$ cat src/rtl/ling_mp_add_seq_if.sv
// rtl/ling_mp_add_seq_if.sv - limb stream in / sum stream out bundle for ling_mp_add_seq
interface ling_mp_add_seq_if #(
  parameter int N    = 64,
  parameter int IDXW = 4
) ();
  logic            in_valid;
  logic            in_ready;
  logic [N-1:0]    in_a;
  logic [N-1:0]    in_b;
  logic            in_cin;
  logic            in_first;
  logic            in_last;
  logic            out_valid;
  logic            out_ready;
  logic [N-1:0]    out_sum;
  logic [IDXW-1:0] out_idx;
  logic            out_last;
  logic            out_cout;

  modport slave (
    input  in_valid, in_a, in_b, in_cin, in_first, in_last, out_ready,
    output in_ready, out_valid, out_sum, out_idx, out_last, out_cout
  );

  modport master (
    output in_valid, in_a, in_b, in_cin, in_first, in_last, out_ready,
    input  in_ready, out_valid, out_sum, out_idx, out_last, out_cout
  );
endinterface

$ cat src/rtl/ling_mp_add_seq.sv
// rtl/ling_mp_add_seq.sv - multi-precision add sequencer around the 64-bit Ling adder
module ling_64 (
  input  logic [63:0] a,
  input  logic [63:0] b,
  input  logic        cin,
  output logic [63:0] s,
  output logic        cout
);
  logic [63:0] g;
  logic [63:0] t;
  logic [63:0] tp;
  logic [64:0] h;
  logic [64:0] c;

  assign g  = a & b;
  assign t  = a | b;
  assign tp = {t[62:0], 1'b1};

  // Ling pseudo-carry h[i+1] = g[i] | t[i-1]&h[i]; real carry recovered as t[i]&h[i+1]
  always_comb begin
    h    = '0;
    c    = '0;
    h[0] = cin;
    c[0] = cin;
    for (int i = 0; i < 64; i++) begin
      h[i+1] = g[i] | (tp[i] & h[i]);
      c[i+1] = t[i] & h[i+1];
    end
    s    = a ^ b ^ c[63:0];
    cout = c[64];
  end
endmodule

module ling_mp_add_seq #(
  parameter int N         = 64,
  parameter int MAX_LIMBS = 16,
  parameter int IDXW      = 4
) (
  input  logic                   clk,
  input  logic                   rst_n,
  ling_mp_add_seq_if.slave       bus,
  output logic                   proto_err,
  output logic                   ovf
);
  typedef enum logic {IDLE, RUN} state_t;

  localparam logic [IDXW-1:0] IDX_MAX = {IDXW{1'b1}};
  localparam logic [IDXW:0]   CNT_LIM = MAX_LIMBS[IDXW:0];

  state_t          state_q, state_d;
  logic            carry_q, carry_d;
  logic [IDXW-1:0] idx_q, idx_d;
  logic            wrap_q, wrap_d;
  logic            out_valid_q, out_valid_d;
  logic [N-1:0]    out_sum_q, out_sum_d;
  logic [IDXW-1:0] out_idx_q, out_idx_d;
  logic            out_last_q, out_last_d;
  logic            out_cout_q, out_cout_d;
  logic            proto_err_q, proto_err_d;
  logic            ovf_q, ovf_d;

  logic            accept;
  logic            restart;
  logic            add_cin;
  logic [N-1:0]    add_s;
  logic            add_cout;

  assign bus.in_ready = !out_valid_q | bus.out_ready;
  assign accept       = bus.in_valid & bus.in_ready;
  assign restart      = (state_q == IDLE) | bus.in_first;
  assign add_cin      = restart ? bus.in_cin : carry_q;

  ling_64 u_add (
    .a    (bus.in_a),
    .b    (bus.in_b),
    .cin  (add_cin),
    .s    (add_s),
    .cout (add_cout)
  );

  always_comb begin
    state_d     = state_q;
    carry_d     = carry_q;
    idx_d       = idx_q;
    wrap_d      = wrap_q;
    out_valid_d = out_valid_q;
    out_sum_d   = out_sum_q;
    out_idx_d   = out_idx_q;
    out_last_d  = out_last_q;
    out_cout_d  = out_cout_q;
    proto_err_d = proto_err_q;
    ovf_d       = ovf_q;
    if (accept) begin
      out_valid_d = 1'b1;
      out_sum_d   = add_s;
      if (restart) begin
        out_idx_d = '0;
        idx_d     = {{(IDXW-1){1'b0}}, 1'b1};
        wrap_d    = 1'b0;
        // first-less start from IDLE and mid-operation restart are both protocol faults
        if ((state_q == IDLE) != bus.in_first) begin
          proto_err_d = 1'b1;
        end
      end else begin
        out_idx_d = idx_q;
        if (idx_q == IDX_MAX) begin
          wrap_d = 1'b1;
        end else begin
          idx_d = idx_q + 1'b1;
        end
        // wrap_q extends the saturated index so limbs past 2^IDXW still count
        if ({wrap_q, idx_q} >= CNT_LIM) begin
          ovf_d = 1'b1;
        end
      end
      if (bus.in_last) begin
        out_last_d = 1'b1;
        out_cout_d = add_cout;
        carry_d    = 1'b0;
        state_d    = IDLE;
      end else begin
        out_last_d = 1'b0;
        out_cout_d = 1'b0;
        carry_d    = add_cout;
        state_d    = RUN;
      end
    end else if (bus.out_ready) begin
      out_valid_d = 1'b0;
    end
  end

  always_ff @(posedge clk or negedge rst_n) begin
    if (!rst_n) begin
      state_q     <= IDLE;
      carry_q     <= 1'b0;
      idx_q       <= '0;
      wrap_q      <= 1'b0;
      out_valid_q <= 1'b0;
      out_sum_q   <= '0;
      out_idx_q   <= '0;
      out_last_q  <= 1'b0;
      out_cout_q  <= 1'b0;
      proto_err_q <= 1'b0;
      ovf_q       <= 1'b0;
    end else begin
      state_q     <= state_d;
      carry_q     <= carry_d;
      idx_q       <= idx_d;
      wrap_q      <= wrap_d;
      out_valid_q <= out_valid_d;
      out_sum_q   <= out_sum_d;
      out_idx_q   <= out_idx_d;
      out_last_q  <= out_last_d;
      out_cout_q  <= out_cout_d;
      proto_err_q <= proto_err_d;
      ovf_q       <= ovf_d;
    end
  end

  assign bus.out_valid = out_valid_q;
  assign bus.out_sum   = out_sum_q;
  assign bus.out_idx   = out_idx_q;
  assign bus.out_last  = out_last_q;
  assign bus.out_cout  = out_cout_q;
  assign proto_err     = proto_err_q;
  assign ovf           = ovf_q;
endmodule

$ cat src/flat_wrapper.sv
// flat-port wrapper written by rule: the top's interface ports become plain ports
module ling_mp_add_seq_flat 
#(
  parameter int N         = 64,
  parameter int MAX_LIMBS = 16,
  parameter int IDXW      = 4
)
  (clk, rst_n, proto_err, ovf, bus_in_valid, bus_in_a, bus_in_b, bus_in_cin, bus_in_first, bus_in_last, bus_out_ready, bus_in_ready, bus_out_valid, bus_out_sum, bus_out_idx, bus_out_last, bus_out_cout);
  ling_mp_add_seq_if #(.N(N), .IDXW(IDXW)) bus_i ();
  input  logic clk;
  input  logic rst_n;
  output logic proto_err;
  output logic ovf;
  input wire logic [$bits(bus_i.in_valid)-1:0] bus_in_valid;
  input wire logic [$bits(bus_i.in_a)-1:0] bus_in_a;
  input wire logic [$bits(bus_i.in_b)-1:0] bus_in_b;
  input wire logic [$bits(bus_i.in_cin)-1:0] bus_in_cin;
  input wire logic [$bits(bus_i.in_first)-1:0] bus_in_first;
  input wire logic [$bits(bus_i.in_last)-1:0] bus_in_last;
  input wire logic [$bits(bus_i.out_ready)-1:0] bus_out_ready;
  output wire logic [$bits(bus_i.in_ready)-1:0] bus_in_ready;
  output wire logic [$bits(bus_i.out_valid)-1:0] bus_out_valid;
  output wire logic [$bits(bus_i.out_sum)-1:0] bus_out_sum;
  output wire logic [$bits(bus_i.out_idx)-1:0] bus_out_idx;
  output wire logic [$bits(bus_i.out_last)-1:0] bus_out_last;
  output wire logic [$bits(bus_i.out_cout)-1:0] bus_out_cout;
  assign bus_i.in_valid = bus_in_valid;
  assign bus_i.in_a = bus_in_a;
  assign bus_i.in_b = bus_in_b;
  assign bus_i.in_cin = bus_in_cin;
  assign bus_i.in_first = bus_in_first;
  assign bus_i.in_last = bus_in_last;
  assign bus_i.out_ready = bus_out_ready;
  assign bus_in_ready = bus_i.in_ready;
  assign bus_out_valid = bus_i.out_valid;
  assign bus_out_sum = bus_i.out_sum;
  assign bus_out_idx = bus_i.out_idx;
  assign bus_out_last = bus_i.out_last;
  assign bus_out_cout = bus_i.out_cout;
  ling_mp_add_seq #(.N(N), .MAX_LIMBS(MAX_LIMBS), .IDXW(IDXW)) u_core (.clk(clk), .rst_n(rst_n), .bus(bus_i), .proto_err(proto_err), .ovf(ovf));
endmodule
$ cat config.mk
export PLATFORM = sky130hd
export DESIGN_NAME = ling_mp_add_seq_flat
export DESIGN_NICKNAME = d
export VERILOG_FILES = /design/src/rtl/ling_mp_add_seq_if.sv /design/src/rtl/ling_mp_add_seq.sv /design/src/flat_wrapper.sv
export SDC_FILE = /design/constraint.sdc
export NUM_CORES = 1
export LEC_CHECK = 0
export BUFFER_PORTS_ARGS = -buffer_cell sky130_fd_sc_hd__buf_2
export CELL_PAD_IN_SITES_DETAIL_PLACEMENT = 1
export CELL_PAD_IN_SITES_GLOBAL_PLACEMENT = 1
export CORE_AREA = 2 2 119 121
export CTS_CLUSTER_SIZE = 14
export DETAILED_ROUTE_END_ITERATION = 8
export DIE_AREA = 0 0 121 123
export PLACE_DENSITY = 0.87
export SLEW_MARGIN = 30
export SYNTH_ARGS = -nofsm -noshare
export SYNTH_HDL_FRONTEND = slang
export SYNTH_SLANG_ARGS = --single-unit
$ cat constraint.sdc
create_clock -name clk -period 27.2 [get_ports clk]
set_input_delay 1.36 -clock clk [delete_from_list [all_inputs] [get_ports clk]]
set_output_delay 1.36 -clock clk [all_outputs]
set_load 0.03 [all_outputs]
Word level (Yosys, flattened, before mapping)
Index checks and enable logic that the tools add are counted.

Output and inout port bits: 74. Bits of input ports: 135. Bits in registers: 80.

Magnitude comparators: 1. $add $sub $neg: 1. Bitwise logic cells: 137. Reduce and logical (&&, ||, !) cells: 7. Equality and inequality tests: 3. Mux-type cells: 12.

Operators by type and width (count): $xor 64x64->64 (2); $or 1x1->1 (66); $and 1x1->1 (65); $and 64x64->64 (1); $or 64x64->64 (1); $mux 4 (3); $mux 1 (9); $reduce_and 3->1 (2); $ge 5x5->1 const B (1); $add 4x1->4 const B (1); $eq 4x4->1 const B (1); $reduce_and 2->1 (2); $reduce_bool 2->1 (2); $ne 2x1->1 const B (1); $not 1->1 (2); $logic_not 1->1 (1); $ne 1x1->1 (1).

Logic depth before layout (Yosys ltp)
Gate-level depths: netlist (run 1).

Word-level depth: 132. Mapped depth: 72. Gate-level depth less buffers: 71.

Cells and area by module
A second synthesis (run 1) with hierarchy kept.

Cells, all modules: 278. Area total of the unflattened synthesis: 4459.3 um^2.

By module, submodules not included: ling_mp_add_seq (times used 1, area each 3140.5 um^2, cells an instance 204, sequential area each 2001.9 um^2); ling_64 (times used 1, area each 1318.8 um^2, cells an instance 74, sequential area each 0.0 um^2).

Worst setup path before layout (run 1)
No wires, ideal clock.

Kind: input to register. From: in bus_in_first. To: reg u_core.out_sum_q[63] (netlist: u_core.bus.out_sum[63]). Stages on the path: 71. Data required time: 27.075 ns. Library setup time: 0.125 ns. Setup slack: 0.502 ns. Arrival: 26.574 ns. Path buffers: 1. Cell sequence: inv_1 ha_1 clkbuf_1 mux2_2 fa_1 fa_1 fa_1 fa_1 fa_1 fa_1 fa_1 fa_1 fa_1 fa_1 fa_1 fa_1 fa_1 fa_1 [35 not listed] fa_1 fa_1 fa_1 fa_1 fa_1 fa_1 fa_1 fa_1 fa_1 fa_1 fa_1 fa_1 inv_1 fa_1 inv_1 fa_1 fa_1 mux2_2.

Longest elaborated chain between the ends: 129.

Ends and longest elaborated chain: start: declaration (RTL line flat_wrapper.sv:18) `input wire logic [$bits(bus_i.in_first)-1:0] bus_in_first;`; $or 1x1->1 (RTL line ling_mp_add_seq.sv:70) `assign restart = (state_q == IDLE) | bus.in_first;`; $mux 1 (RTL line ling_mp_add_seq.sv:71) `assign add_cin = restart ? bus.in_cin : carry_q;`; $or 1x1->1 (RTL line ling_mp_add_seq.sv:26) `h[i+1] = g[i] | (tp[i] & h[i]);`; $and 1x1->1 (RTL line ling_mp_add_seq.sv:26); $or 1x1->1 (RTL line ling_mp_add_seq.sv:26); $and 1x1->1 (RTL line ling_mp_add_seq.sv:26); $or 1x1->1 (RTL line ling_mp_add_seq.sv:26); $and 1x1->1 (RTL line ling_mp_add_seq.sv:26); [114 not listed]; $or 1x1->1 (RTL line ling_mp_add_seq.sv:26); $and 1x1->1 (RTL line ling_mp_add_seq.sv:26); $or 1x1->1 (RTL line ling_mp_add_seq.sv:26); $and 1x1->1 (RTL line ling_mp_add_seq.sv:26); $or 1x1->1 (RTL line ling_mp_add_seq.sv:26); $and 1x1->1 (RTL line ling_mp_add_seq.sv:27) `c[i+1] = t[i] & h[i+1];`; $xor 64x64->64 (RTL line ling_mp_add_seq.sv:29) `s = a ^ b ^ c[63:0];`; named net u_core.add_s[63] (RTL line ling_mp_add_seq.sv:65) `logic [N-1:0] add_s;`; end signal: assignment (RTL line ling_mp_add_seq.sv:151) `out_sum_q <= out_sum_d;`; end: declaration (RTL line ling_mp_add_seq.sv:55) `logic [N-1:0] out_sum_q, out_sum_d;`.

The timed path passes the listed nets, and every way through them passes these cells. A chain may end at the register's enable or synchronous reset.

Worst setup path after layout (run 1)
Ends and elaborated chain as after synthesis.

==> results of run 1 <==
## sequential cells by signal (all words and copies together), names as in the netlist
| name | cells |
|---|---|
| u_core.carry_q | 1 |
| u_core.bus.out_cout | 1 |
| u_core.state_q | 1 |
| u_core.bus.out_valid | 1 |
| u_core.proto_err | 1 |
| u_core.ovf | 1 |
| u_core.bus.out_sum | 64 |
| u_core.bus.out_idx | 4 |
| u_core.wrap_q | 1 |
| u_core.bus.out_last | 1 |
| u_core.idx_q | 4 |
## critical path, delay by kind of cell
family,cells,cell delay (ps)
muxes,2,630
adders and majority gates,65,24430
buffers and inverters,4,280
## timing repair
| action | in CTS | in global routing |
|---|---|---|
| resized for setup | 6 | 13 |
| pin swaps | 0 | 0 |
| endpoints found under the setup margin | 3 | 4 |
## synth_stat cells, types with 2 or more instances
master,instances,area [µm²]
nor3_1,3,15.0
a31oi_1,2,12.5
mux2_4,15,225
dfrtp_1,80,2000
clkbuf_1,3,11.3
mux2_2,50,563
ha_1,2,25.0
o21ai_0,18,90.1
buf_4,4,30.0
inv_1,7,26.3
nand3_1,2,10.0
nor4_1,2,12.5
nand2_1,8,30.0
a21oi_1,3,15.0
fa_1,64,1280
## metal layers
layer	wire length [µm]	vias to the layer above	track usage, %
li1	-	1358	-
met1	4120	1561	17.9
met2	5800	141	27.2
met3	850	18	4.52
met4	229	0	6.61
met5	0	-	0
## logic make-up after synthesis
group,after synthesis,synth area share (%)
AO/OA/AOI/OAI,28,3.59
adder cells (fa/ha/maj),66,29.0
buffers and inverters,18,2.61
flip-flops,80,44.5
multiplexers,65,17.5
AND/OR/NAND/NOR,21,2.75
## placed cells by master (no fill, tap or decap), types with 3 or more instances in the layout
cell type	instances
o21ai_0	18
a21oi_1	3
nor3_1	3
mux2_4	15
clkbuf_16	9
buf_2	207
nand2_1	8
inv_1	7
clkbuf_1	3
dfrtp_1	80
mux2_2	50
fa_1	45
fa_2	19
## final timing paths
check                            startpoint                     end  slack, ps
max                            bus_in_first  u_core.bus.out_sum[63]        680
min                        u_core.proto_err        u_core.proto_err        460
max reg2reg                  u_core.state_q  u_core.bus.out_sum[63]       1500
min reg2reg                u_core.proto_err        u_core.proto_err        460
max in group asynchronous             rst_n           u_core.wrap_q      25600
min in group asynchronous             rst_n  u_core.bus.out_sum[16]       1030
## per-stage QoR
| stage | setup TNS (ps) | power, mW | instances | utilization [%] | setup WS (ps) |
|---|---|---|---|---|---|
| 3_5_place_dp | -1770 | 0.343 | 658 | 41.9 | -617 |
| 2_1_floorplan | 0 | 0.278 | 278 | - | 502 |
| 3_3_place_gp | -284 | 0.334 | 658 | 41.8 | -164 |
| 5_1_grt | -3.37 | 0.477 | 672 | 44.1 | -3.37 |
| 6_report | 0 | 0.447 | 672 | 44.1 | 683 |
| 4_1_cts | 0 | 0.455 | 672 | 43.9 | 19.4 |
## power breakdown
group          internal (mW)  switching (mW)
Clock                 0.0632          0.0450
Combinational         0.0673           0.107
Sequential             0.149          0.0160
Total                  0.280           0.168
## area by class of cell
class | count | area [µm²] | area share, %
clock buffer | 13 | 250 | 4.17
clock inverter | 1 | 5.00 | 0.0834
inverter | 8 | 30.0 | 0.500
multi-input combinational | 180 | 2430 | 40.4
sequential | 80 | 2000 | 33.4
tap | 180 | 225 | 3.75
timing repair buffer | 210 | 1060 | 17.7
==> results.py, run 1 <==
metrics = {
    "global_route": {
        "grt_overflow": 0,
        "antenna_found_initial": 0,
        "grt_usage_pct": 15.6,
        "grt_pass1_wl_um": 17900,
        "grt_pass1_vias": 3579,
        "grt_max_degree": 81,
    },
    "floorplanning": {
        "die_h_um": 123,
        "rows": 43,
        "io-pin-count": 209,
        "start_util_pct": 33.1,
        "die_x_um": 121,
        "coreArea_mm2": 0.0136,
        "die_area_mm2": 0.0149,
    },
    "setup_path": {
        "crit_top_cell": "fa_1",
        "critPathKind": "in2reg",
        "crit_required_ps": 27410,
        "worstPathArrival_ps": 26730,
        "critPathLaunchType": "input pin",
        "r2r_cells": 69,
        "critPathMaxFanout": 2,
        "end_kind": "flip-flop",
        "critical-path-max-stage-delay_ps": 440,
        "cp_slowest_cell": "fa_1",
    },
    "logic_synthesis": {
        "synthCells": 278,
        "synth_area_mm2": 0.00450,
        "synth_edf_count": 0,
        "synth_async_sr_flop_share_pct": 100,
        "synth.distinct_cells": 30,
        "yosysWarnings": 0,
        "synth_flop_cell": "dfrtp_1",
        "yosysSeqAreaShare_pct": 44.5,
        "ys_ff_latch": 80,
        "syn-num-nets": 479,
        "syn_avg_cell_area_um2": 16.2,
    },
    "drt": {
        "routed_wirelength_um": 11000,
        "num_vias": 3078,
        "routedWlPerCell_um": 16.4,
        "ant_nets": 0,
        "drc": 0,
        "first_pass_iters": 4,
        "drtIter0Drc": 61,
        "via_per_inst": 4.58,
    },
    "power": {
        "cellPowerDensity_mw_per_mm2": 74.5,
        "p_leak_nw": 2.82,
        "vdd_ir_drop_max_mv": 0.0300,
    },
    "placement": {
        "gp_congestion": 0.818,
        "dp_hpwl_um": 8870,
        "io_buffers": 208,
        "dpl-instance-area_mm2": 0.00570,
    },
    "timing": {
        "slew_headroom_pct": 49.3,
        "fmax_ghz": 0.0377,
        "min_period_ps": 26520,
        "max_slew.worst_pin.slew_ps": 761,
        "whs_ps": 461,
        "finalSetupViolCount": 0,
        "slew_viol_final": 0,
        "finClkSkew_ps": 8.27,
        "fin_crit_sh_pct": 97.5,
        "hold_violations": 0,
    },
    "layout": {
        "drive_gt1_share_pct": 63.2,
        "antenna_cells": 0,
        "area_growth_pct": 33.4,
        "final_nets": 690,
        "fillers": 1482,
        "final_area_mm2": 0.00600,
    },
    "clock_tree": {
        "postCtsHoldBufs": 0,
        "cts_buffer_depth": 2,
        "clk_latency_ps": 340,
        "clock_sinks": 80,
        "htree_levels": 3,
        "cts_tree": "yes",
        "cts-root-buf": "clkbuf_16",
        "cts_buffers": 9,
        "clkTransAtPathRegs_ps": 50,
        "postCtsSetupRepairBufs": 0,
    },
    "min_path": {
        "min_path_cells": 1,
        "hold_path_class": "reg2reg",
    },
    "run": {
        "maxCapViolations": 0,
    },
    "status": {
        "status": "complete, no violations",
    },
}
Power figures use the tool's default switching activity.
==> run 2: changes to the inputs <==
- ABC_AREA: not set -> 1
- CORE_AREA: 2 2 119 121 -> 2 2 123 125
- DIE_AREA: 0 0 121 123 -> 0 0 125 127
- PLACE_DENSITY: 0.87 -> 0.86
==> run 2 against run 1 <==
Effect of this change: global-route usage up 0.38 points; synthesized cell count is 49% higher; utilization is 2.8 points lower; design area decreased by 0.67%; clock skew fell by 1.6 ps; sequential share of layout area up 0.22 points; sequential power decreased by 6%; hold slack better by 12 ps; worst setup slack better by 150 ps; largest power group is now sequential cells; highest routed layer unchanged.
==> results.py, run 2 <==
metrics = {
    "status": {
        "status": "complete, no violations",
    },
    "floorplanning": {
        "rows": 44,
        "die_x_um": 125,
        "io-pin-count": 209,
        "die_h_um": 127,
        "coreArea_mm2": 0.0144,
        "start_util_pct": 30.5,
        "die_area_mm2": 0.0159,
    },
    "logic_synthesis": {
        "ys_ff_latch": 80,
        "synth_area_leaders": "dfrtp_1 (45%), fa_1 (29%), nand2_1 (18%)",
        "yosysTopAreaCellShare_pct": 45.5,
        "yosysSeqAreaShare_pct": 45.5,
        "yosys.cell_count.top_type": "nand2_1",
        "synth_flop_cell": "dfrtp_1",
        "yosysWarnings": 0,
        "syn-num-nets": 615,
        "synth_async_sr_flop_share_pct": 100,
        "ys_top_cells_by_count": "nand2_1 (215), dfrtp_1 (80), fa_1 (64), buf_2 (12), o21ai_0 (11)",
        "synthCells": 414,
        "yosysTopAreaCell": "dfrtp_1",
        "synth.distinct_cells": 21,
        "syn_avg_cell_area_um2": 10.6,
        "synth_area_mm2": 0.00440,
        "synth_edf_count": 0,
    },
    "timing": {
        "finalWorstSetupSlack_ps": 830,
        "max_slew.worst_pin.slew_ps": 713,
        "fin_crit_sh_pct": 96.9,
        "finalSetupViolCount": 0,
        "rsz0062_at_grt": "no",
        "min_period_ps": 26370,
        "finClkSkew_ps": 6.65,
        "whs_ps": 473,
        "fmax_ghz": 0.0379,
        "slew_viol_final": 0,
        "hold_violations": 0,
        "slew_headroom_pct": 52.4,
    },
    "setup_path": {
        "cp-endpoint": "u_core.bus.out_sum[63]",
        "critPathBufInv": 5,
        "path_depth": 74,
        "crit_top_cell": "fa_1",
        "r2r_start": "u_core.state_q",
        "critPathMaxFanout": 3,
        "cp_slowest_cell": "fa_2",
        "crit_required_ps": 27480,
        "end_kind": "flip-flop",
        "worstPathArrival_ps": 26650,
        "ff2ff_setup_slack_ps": 1650,
        "cp_top_family": "adder cells",
        "critPathKind": "in2reg",
        "crit_start": "bus_in_first",
        "r2r_cells": 72,
        "critical-path-max-stage-delay_ps": 530,
        "r2r_end": "u_core.bus.out_sum[63]",
        "critPathLaunchType": "input pin",
    },
    "layout": {
        "area_growth_pct": 35.4,
        "drive_gt1_share_pct": 39.6,
        "layout.cells.most_common_list": "nand2_1 (215), buf_2 (207), dfrtp_1 (80), fa_1 (48), fa_2 (16)",
        "layout_commonest_cell": "nand2_1",
        "final_nets": 822,
        "antenna_cells": 0,
        "largest_reg_flops": 64,
    },
    "min_path": {
        "hold_path_class": "reg2reg",
    },
    "clock_tree": {
        "cts-root-buf": "clkbuf_16",
        "clk_latency_ps": 340,
        "clkTransAtPathRegs_ps": 70,
        "clock_sinks": 80,
        "postCtsSetupRepairBufs": 0,
        "cts_buffers": 9,
        "cts_tree": "yes",
        "htree_levels": 3,
        "cts_buffer_depth": 2,
    },
    "placement": {
        "dp_hpwl_um": 9340,
        "io_buffers": 208,
        "pre_cts_ws_ps": -377,
        "gp_congestion": 0.783,
    },
    "global_route": {
        "grt_pass1_vias": 4092,
        "grt.met2_usage_pct": 27.0,
        "grt_overflow": 0,
        "grt_max_degree": 55,
        "antenna_found_initial": 0,
        "top_usage_layer": "met2",
        "use_met3_pct": 3.89,
        "grt_usage_pct": 15.9,
        "grt_pass1_wl_um": 20100,
        "use_met1_pct": 19.8,
    },
    "drt": {
        "routedWlPerCell_um": 14.8,
        "drc": 0,
        "num_vias": 3572,
        "ant_nets": 0,
        "first_pass_iters": 4,
        "via_per_inst": 4.41,
        "routed_wirelength_um": 12000,
        "drtIter0Drc": 75,
    },
    "power": {
        "vdd_ir_drop_max_mv": 0.0272,
        "p_leak_nw": 3.16,
        "cellPowerDensity_mw_per_mm2": 71.1,
    },
    "run": {
        "maxCapViolations": 0,
    },
}
## run 2: cell types whose count changed in the layout (fill, tap and decap cells not counted), sizes merged, moves of 2 or more
cell      change
nor3          -3
buf           +2
a31oi         -2
nand3         +2
inv           +3
o21ai         -6
nand2       +208
mux2         -65
a21oi         -3
nor4          -2
clkinvlp      +3
## run 2: per-stage QoR
step / TNS [ps] / utilization [%] / instances / area [µm²] / power [mW]
4_1_cts: 0 / 41.1 / 810 / 5920 / 0.431
6_report: 0 / 41.3 / 810 / 5960 / 0.424
5_1_grt: 0 / 41.3 / 810 / 5960 / 0.452
2_1_floorplan: 0 / - / 414 / 4400 / 0.245
3_3_place_gp: 0 / 38.9 / 794 / 5610 / 0.296
3_5_place_dp: -1070 / 38.9 / 794 / 5610 / 0.302
## run 2: per-layer routing
layer	part of all wire (%)	vias to the layer above
met5	0	-
met3	6.1	15
li1	-	1664
met2	50	133
met1	42	1760
met4	1.8	0
## run 2: how the worst min path moves through the flow
stage | from | endpoint | slack (ps) | depth (start not counted)
after detailed placement | u_core.bus.out_last | u_core.bus.out_last | 460 | 2
final | u_core.bus.out_last | u_core.bus.out_last | 470 | 2
after global routing | u_core.proto_err | u_core.proto_err | 500 | 1
after CTS | u_core.bus.out_last | u_core.bus.out_last | 480 | 2
after floorplan | u_core.state_q | u_core.state_q | 470 | 1
after global placement | u_core.ovf | u_core.ovf | 460 | 1
## run 2: cell type report
type / count / area (µm²)
Tap cell: 184 / 230
Clock buffer: 12 / 256
Timing Repair Buffer: 212 / 1070
Fill cell: 1719 / 8460
Multi-Input combinational cell: 307 / 2310
Inverter: 11 / 41.3
Sequential cell: 80 / 2000
Clock inverter: 4 / 52.6
## run 2: timing repair
item | CTS | global route
gates resized for setup | 1 | 16
cloned | 0 | 0
hold buffers | 0 | 0
setup endpoints to repair | 2 | 5
## run 2: worst min-delay path, stage by stage (launching register included)
cell	delay, ps
dfrtp_1	340
nand2_1	50
nand2_1	50
## run 2: power breakdown
| group | switching, mW | internal [mW] |
|---|---|---|
| clock | 0.0494 | 0.0762 |
| combinational | 0.0971 | 0.0465 |
| sequential | 0.0125 | 0.142 |
| total | 0.159 | 0.265 |
## run 2: cells by family (layout without fill, tap and decap cells)
kind of cell    after synthesis  in the layout  synth area share, %
compound gates               16             16                 2.07
fa+ha+maj                    66             66                 29.7
buf+inv                      27            239                 3.15
flops                        80             80                 45.5
simple gates                225            225                 19.7
